===== config.mk =====
export PLATFORM = sky130hd
export DESIGN_NAME = instruction_fetch_unit
export DESIGN_NICKNAME = d
export VERILOG_FILES = /design/src/rtl/fetch_pkg.sv /design/src/rtl/fetch_fifo.sv /design/src/rtl/instruction_fetch_unit.sv
export SDC_FILE = /design/constraint.sdc
export NUM_CORES = 1
export LEC_CHECK = 0
export BUFFER_PORTS_ARGS = -buffer_cell sky130_fd_sc_hd__buf_2
export CELL_PAD_IN_SITES_DETAIL_PLACEMENT = 1
export CELL_PAD_IN_SITES_GLOBAL_PLACEMENT = 2
export CORE_MARGIN = 5
export CORE_UTILIZATION = 44
export DETAILED_ROUTE_END_ITERATION = 12
export PLACE_DENSITY_LB_ADDON = 0.2
export SYNTH_ARGS = -nofsm -noshare
export SYNTH_HDL_FRONTEND = slang
export SYNTH_SLANG_ARGS = --single-unit

===== constraint.sdc =====
create_clock -name clk -period 6.6 [get_ports clk]
set_input_delay 0.66 -clock clk [delete_from_list [all_inputs] [get_ports clk]]
set_output_delay 0.66 -clock clk [all_outputs]
set_load 0.02 [all_outputs]

===== src/rtl/fetch_pkg.sv =====
// Shared definitions for the instruction fetch unit: FSM encoding,
// default buffer depth and the buffered entry layout.
package fetch_pkg;

   localparam int FETCH_DEPTH = 4;

   localparam logic [1:0] IDLE    = 2'd0;
   localparam logic [1:0] REQ     = 2'd1;
   localparam logic [1:0] WAIT    = 2'd2;
   localparam logic [1:0] DISCARD = 2'd3;

   // One buffered fetch: the instruction together with the address it came from.
   typedef struct packed {
      logic [31:0] pc;
      logic [31:0] instr;
   } fetch_entry_t;

endpackage


===== src/rtl/fetch_fifo.sv =====
// Fetch buffer: DEPTH x 64-bit circular queue with push, pop and flush.
// The head is read combinationally so a pushed entry is visible the next cycle.
module fetch_fifo
   import fetch_pkg::*;
#(
   parameter int DEPTH = FETCH_DEPTH,
   parameter int CW    = 3
) (
   input  logic          clk,
   input  logic          rst,
   input  logic          push,
   input  logic          pop,
   input  logic          flush,
   input  fetch_entry_t  wdata,
   output fetch_entry_t  head,
   output logic [CW-1:0] count
);

   localparam int AW = $clog2(DEPTH);
   localparam logic [CW-1:0] FULL = CW'(DEPTH);

   fetch_entry_t   mem [DEPTH];
   logic [AW-1:0]  wr_ptr_reg;
   logic [AW-1:0]  rd_ptr_reg;
   logic [CW-1:0]  count_reg;
   logic           push_ok;
   logic           pop_ok;

   assign pop_ok  = pop && (count_reg != '0);
   assign push_ok = push && ((count_reg != FULL) || pop_ok);

   // Flush wins over a simultaneous push or pop; pointers wrap naturally.
   always_ff @(posedge clk or posedge rst) begin
      if (rst) begin
         wr_ptr_reg <= '0;
         rd_ptr_reg <= '0;
         count_reg  <= '0;
      end else if (flush) begin
         wr_ptr_reg <= '0;
         rd_ptr_reg <= '0;
         count_reg  <= '0;
      end else begin
         if (push_ok) begin
            wr_ptr_reg <= wr_ptr_reg + AW'(1);
         end
         if (pop_ok) begin
            rd_ptr_reg <= rd_ptr_reg + AW'(1);
         end
         case ({push_ok, pop_ok})
            2'b10:   count_reg <= count_reg + CW'(1);
            2'b01:   count_reg <= count_reg - CW'(1);
            default: count_reg <= count_reg;
         endcase
      end
   end

   always_ff @(posedge clk) begin
      if (push_ok && !flush) begin
         mem[wr_ptr_reg] <= wdata;
      end
   end

   assign head  = (count_reg != '0) ? mem[rd_ptr_reg] : '0;
   assign count = count_reg;

endmodule


===== src/rtl/instruction_fetch_unit.sv =====
// Instruction fetch unit: single-outstanding memory fetch FSM in front of a
// small buffer, with branch flush and program-counter step handshake.
module instruction_fetch_unit
   import fetch_pkg::*;
#(
   parameter int DEPTH = FETCH_DEPTH,
   parameter int CW    = 3
) (
   input  logic          clk,
   input  logic          rst,
   input  logic [31:0]   pc_in,
   input  logic          branch_taken,
   output logic          pc_advance,
   output logic          imem_req,
   output logic [31:0]   imem_addr,
   input  logic          imem_gnt,
   input  logic          imem_rvalid,
   input  logic [31:0]   imem_rdata,
   output logic          instr_valid,
   output logic [31:0]   instr_out,
   output logic [31:0]   instr_pc_out,
   input  logic          instr_ready,
   output logic [CW-1:0] buf_count
);

   localparam logic [CW-1:0] FULL = CW'(DEPTH);

   logic [1:0]    state_reg;
   logic [1:0]    state_next;
   logic [31:0]   fetch_addr_reg;
   logic [31:0]   fetch_addr_next;
   logic          flush_pending_reg;
   logic          flush_pending_next;
   logic          push;
   fetch_entry_t  push_entry;
   fetch_entry_t  head_entry;
   logic [CW-1:0] count;

   always_ff @(posedge clk or posedge rst) begin
      if (rst) begin
         state_reg         <= IDLE;
         fetch_addr_reg    <= '0;
         flush_pending_reg <= 1'b0;
      end else begin
         state_reg         <= state_next;
         fetch_addr_reg    <= fetch_addr_next;
         flush_pending_reg <= flush_pending_next;
      end
   end

   // Only one request is ever in flight, so a fetch that leaves IDLE with a
   // free slot still has that slot when its data returns.
   always_comb begin
      state_next         = state_reg;
      fetch_addr_next    = fetch_addr_reg;
      flush_pending_next = flush_pending_reg;
      case (state_reg)
         IDLE: begin
            if (!branch_taken && (count < FULL)) begin
               fetch_addr_next = pc_in;
               state_next      = REQ;
            end
         end
         REQ: begin
            // The request must stay up until granted; a flush seen meanwhile
            // is remembered so the granted data is thrown away.
            if (imem_gnt) begin
               state_next         = (branch_taken || flush_pending_reg) ? DISCARD : WAIT;
               flush_pending_next = 1'b0;
            end else if (branch_taken) begin
               flush_pending_next = 1'b1;
            end
         end
         WAIT: begin
            if (imem_rvalid) begin
               state_next = IDLE;
            end else if (branch_taken) begin
               state_next = DISCARD;
            end
         end
         DISCARD: begin
            if (imem_rvalid) begin
               state_next = IDLE;
            end
         end
         default: state_next = IDLE;
      endcase
   end

   assign imem_req   = (state_reg == REQ);
   assign imem_addr  = fetch_addr_reg;
   assign pc_advance = imem_req && imem_gnt && !branch_taken && !flush_pending_reg;

   assign push       = (state_reg == WAIT) && imem_rvalid && !branch_taken;
   assign push_entry = '{pc: fetch_addr_reg, instr: imem_rdata};

   fetch_fifo #(
      .DEPTH (DEPTH),
      .CW    (CW)
   ) u_fifo (
      .clk   (clk),
      .rst   (rst),
      .push  (push),
      .pop   (instr_ready),
      .flush (branch_taken),
      .wdata (push_entry),
      .head  (head_entry),
      .count (count)
   );

   assign buf_count    = count;
   assign instr_valid  = (count != '0);
   assign instr_out    = head_entry.instr;
   assign instr_pc_out = head_entry.pc;

endmodule


# [After elaboration in Yosys (flattened, before gate mapping)]
# Memory sizes are Yosys's and may differ from the RTL's.
# Cells that the tools add are included.
[classes] add_sub_neg=4 n_lt_le_gt_ge=1 eq_ne=10 mux=18 n_reduce_logical=22
[ops] cell="$mux W64" n=1
[ops] cell="$mux W2" n=9
[ops] cell="$logic_and A1 B1 Y1" n=9
[ops] cell="$pmux W2 S4" n=1
[ops] cell="$eq A2 B2 Y1 const B" n=3
[ops] cell="$ne A3 B3 Y1 const B" n=2
[ops] cell="$pmux W3 S2" n=1
[ops] cell="$reduce_bool A2 Y1" n=3
[ops] cell="$reduce_bool A3 Y1" n=2
[ops] cell="$mux W1" n=5
[ops] cell="$add A2 B1 Y2 const B" n=2
[ops] cell="$eq A2 B1 Y1 const B" n=2
[ops] cell="$ne A2 B2 Y1 const B" n=2
[ops] cell="$reduce_and A2 Y1" n=2
[ops] cell="$reduce_and A4 Y1" n=1
[ops] cell="$add A3 B1 Y3 const B" n=1
[ops] cell="$lt A3 B3 Y1 const B" n=1
[ops] cell="$mux W3" n=1
[ops] cell="$sub A3 B1 Y3 const B" n=1
[ops] cell="$logic_not A1 Y1" n=2
[ops] cell="$logic_not A2 Y1" n=1
[ops] cell="$logic_or A1 B1 Y1" n=2
[ops] cell="$ne A2 B1 Y1 const B" n=1
[word_totals] reg_bits=42 ram_bits=256 input_bits=70 output_inout_bits=102 wordCells=62 memories=1
[mem_list] memory="u_fifo.mem" words=4 width=64 read_ports=1 rd_clocked_by_memory_dff=0 wr=1 line_no="fetch_fifo.sv:22" text="fetch_entry_t mem [DEPTH];"

# [Logic depth before layout (Yosys ltp)]
[depth] ltp_word=7 mapped_depth=6 ltp_nobuf=6

# [Modules after synthesis]
# From an unflattened synthesis, not the netlist that was laid out.
[unflattened] cells_unflattened=552 area_unflattened_um2=11596.1
[by_module_without_submodules] module="fetch_fifo" instances=1 cells_each=467 area_per_inst_um2=10209.8 seq_area_each_um2=7862.5
[by_module_without_submodules] module="instruction_fetch_unit" instances=1 cells_each=85 area_per_inst_um2=1386.3 seq_area_each_um2=875.8

# [Least setup slack after synthesis]
# No wires, ideal clock.
[synth_path] kind="input port to flip-flop" start="input port branch_taken" end="memory u_fifo.mem[0][0] in the netlist's numbering, enable pin" setup_ps=429 arrival_time_ps=2750 required_time_ps=6171 path_slack_ps=3422 path_stages=3 path_buffers=0 path_cell_list="and4bb_4 o41a_4 and2_1"
[synth_via] elab_chain_cells=6
[synth_rtl] element="start: declaration" line_no="instruction_fetch_unit.sv:12" text="input logic branch_taken,"
[synth_rtl] element="$logic_not A1 Y1 (*)" line_no="fetch_fifo.sv:58, instruction_fetch_unit.sv:94"
[synth_rtl] element="$logic_and A1 B1 Y1" line_no="instruction_fetch_unit.sv:94" text="assign push = (state_reg == WAIT) && imem_rvalid && !branch_taken;"
[synth_rtl] element="$logic_and A1 B1 Y1" line_no="fetch_fifo.sv:30" text="assign push_ok = push && ((count_reg != FULL) || pop_ok);"
[synth_rtl] element="$logic_and A1 B1 Y1 (*)" line_no="fetch_fifo.sv:58" text="if (push_ok && !flush) begin"
[synth_rtl] element="$mux W1 (*)" line_no="fetch_fifo.sv:58"
[synth_rtl] element="$mux W1 (not written as such) (*)" line_no="fetch_fifo.sv:59" text="mem[wr_ptr_reg] <= wdata;"
[synth_rtl] element="end: declaration" line_no="fetch_fifo.sv:22"
# Every way passes the cells marked *; elsewhere a longest branch is shown, timed or not.

# [Worst setup path in the final report]
[layout_path] start="register u_fifo.rd_ptr_reg[0]" end="output port instr_pc_out[13]"
[layout_via] elab_chain_cells=2
[layout_rtl] element="start: declaration" line_no="fetch_fifo.sv:24" text="logic [AW-1:0] rd_ptr_reg;"
[layout_rtl] element="start signal: assignment" line_no="fetch_fifo.sv:47" text="rd_ptr_reg <= rd_ptr_reg + AW'(1);"
[layout_rtl] element="$mem_v2 Z4 W64"
[layout_rtl] element="$mux W64" line_no="fetch_fifo.sv:63" text="assign head = (count_reg != '0) ? mem[rd_ptr_reg] : '0;"
[layout_rtl] element="end: declaration" line_no="instruction_fetch_unit.sv:21" text="output logic [31:0] instr_pc_out,"
# Every way passes these cells.

==> results.py <==
metrics = {
    "clock_tree": {
        "clock_latency_ns": 0.54,
        "cts-hold-fix-buffers": 0,
        "cts_root_buffer": "clkbuf_16",
        "postCtsSetupBuffers": 0,
        "clk_pin_slew_ns": 0.06,
        "cts_max_level": 1,
        "cts_buffer_depth": 3,
        "cts_tree": "done",
        "cts_buffers": 30,
        "cts-resized-gates": 0,
        "cts_sinks": 298,
    },
    "setup_path": {
        "cp_slowest_stage_delay_ns": 0.97,
        "crit_family": "flip-flops",
        "reg2reg_to": "u_fifo.count[2]",
        "crit_path_start_kind": "flip-flop",
        "crit_buf_inv": 2,
        "r2r_cells": 6,
        "setup.worst_path.class": "reg2out",
        "r2r-start": "u_fifo.count[0]",
        "cp_max_fo": 40,
        "worstPathArrival_ns": 3.06,
        "startpoint": "u_fifo.rd_ptr_reg[0]",
        "required_ns": 5.94,
        "critPathSlowestCell": "dfrtp_4",
        "path_depth": 4,
        "reg2reg_slack_ns": 4.22,
        "crit_path_end_kind": "output port",
        "timing.critical_path.to": "instr_pc_out[13]",
        "cp_cell_sequence": "buf_4 -> mux4_2 -> and2_1 -> buf_2",
    },
    "placed_design": {
        "dp_cells": 1023,
        "port_buffers": 171,
        "gp_congestion": 0.762,
        "dp_hpwl_um": 14200,
        "dpl-instance-area_um2": 12700,
        "dp_worst_setup_slack_ns": 3.27,
    },
    "logic_synthesis": {
        "yosysTopAreaCell": "edfxtp_1",
        "synth_flop_cell": "edfxtp_1",
        "synth_top_area_share_pct": 66.8,
        "ys_ff_latch": 298,
        "synth_common_cells": "256 x edfxtp_1, 69 x and2_1, 64 x mux4_2",
        "yosysUniqueCellTypes": 38,
        "synth_warnings": 0,
        "syn_area_um2": 11500,
        "synthTopCellsByArea": "edfxtp_1 67%, mux4_2 13%, dfrtp_1 9.1%, and2_1 3.8%, mux2_1 3.1%",
        "synth_nets": 614,
        "postSynthCellCount": 539,
        "yosysSeqAreaShare_pct": 75.9,
        "synth-edff-count": 256,
        "ys_async_sr_fraction_pct": 14.1,
        "synthMostInstantiatedCell": "edfxtp_1",
        "syn-mean-instance-area_um2": 21.3,
    },
    "route": {
        "drt-pass1-iter-count": 4,
        "drc": 0,
        "drt-initial-drc-count": 271,
        "num_vias": 5677,
        "ant_nets": 0,
        "wl_per_cell_um": 22.4,
        "via_per_inst": 5.26,
        "routed_wirelength_um": 24200,
    },
    "timing": {
        "setup_tns_ns": 0,
        "slew_viol_final": 0,
        "rsz0062_at_grt": "no",
        "fin_crit_sh_pct": 56.4,
        "tightestPinTransition_ns": 1.06,
        "setup_slack_ns": 2.88,
        "finalHoldViolations": 0,
        "min_period_ns": 3.72,
        "finalSetupViolations": 0,
        "timing.fmax_mhz": 269,
        "relSlewSlack_pct": 29.1,
        "fin_worst_skew_ns": 0.0133,
    },
    "global_routing": {
        "grt_pass1_vias": 6436,
        "overflow": 0,
        "antenna_found_initial": 0,
        "grt_pass1_wl_um": 37400,
        "grt_max_degree": 66,
        "grtUsageTotal_pct": 16.5,
    },
    "die": {
        "die_w_um": 172,
        "io_pins": 172,
        "coreArea_um2": 25900,
        "rows": 59,
        "dieArea_um2": 29500,
        "fp.dieH_um": 172,
        "start_util_pct": 44.4,
    },
    "power_and_ir_drop": {
        "cellPowerDensity_nw_per_um2": 408,
        "p_leak_uw": 0.00494,
        "ir_drop_mv": 0.210,
        "totalPowerFinal_uw": 5600,
    },
    "finish": {
        "diodes": 0,
        "stdcell_count": 1079,
        "largest_reg_flops": 256,
        "nets": 795,
        "final_area_um2": 13700,
        "area_delta_synth_final_pct": 19.3,
        "drive_above_1_share_pct": 41.1,
    },
    "worst_hold_path": {
        "hold_class": "in2reg",
        "min_path_cells": 2,
    },
    "outcome": {
        "status": "completed",
    },
    "run": {
        "drv_cap": 0,
    },
}
metal layers:
metal	track usage [%]	vias to the layer above	part of all wire, %
met2	29.0	139	53
met1	22.0	3003	41
met5	0	-	0
li1	-	2508	-
met4	2.89	0	1.2
met3	2.87	27	4.6
cell families (layout without fill, tap and decap cells):
kind of cell               after synthesis  in the layout  synth area share [%]
AOI/OAI and AO/OA                       12             12                 0.935
xor gates and xnor gates                 2              2                 0.152
adders and majority gates                5              5                 0.609
buffers and inverters                   29            234                  1.35
DFF                                    298            298                  75.9
muxes                                   99             99                  16.0
and+or+nand+nor                         94             94                  5.05
metrics by stage:
| stage | hold slack, ns | util, % |
|---|---|---|
| floorplan | 0.515 | - |
| global placement | 0.504 | 48.9 |
| detailed placement | 0.526 | 48.9 |
| CTS | 0.302 | 53.0 |
| global route | 0.304 | 53.0 |
| finish | 0.335 | 53.0 |
worst min path at each step:
stage / startpoint / end / slack (ns)
after floorplan: flush_pending_reg / flush_pending_reg / 0.51
after global placement: imem_addr[13] / u_fifo.mem[2][45] / 0.50
after detailed placement: imem_addr[15] / u_fifo.mem[1][47] / 0.53
after CTS: pc_in[27] / imem_addr[27] / 0.30
after global routing: pc_in[27] / imem_addr[27] / 0.30
final: pc_in[30] / imem_addr[30] / 0.33
final cells by class:
cell class / count / area (um2)
Timing Repair Buffer: 174 / 878
Sequential cell: 298 / 8750
Multi-Input combinational cell: 212 / 2630
Clock inverter: 19 / 205
Tap cell: 335 / 419
Fill cell: 2339 / 12200
Clock buffer: 37 / 838
Inverter: 4 / 15.0
cell usage in the layout, fill, tap and decap left out, drive strengths merged, types with 3 or more instances in the layout:
cell,count
buf,174
clkinv,13
and2,69
dfrtp,42
mux2,34
nand2b,3
ha,4
mux4,64
edfxtp,256
clkbuf,37
bufinv,4
a21oi,3
inv,4
nor2,8
nand2,4
report_power, final:
group | internal [uW] | switching, uW
Sequential | 2330 | 243
Combinational | 525 | 749
Clock | 1060 | 696
Total | 3910 | 1690
Note: power is estimated with default switching activity, not from simulation.
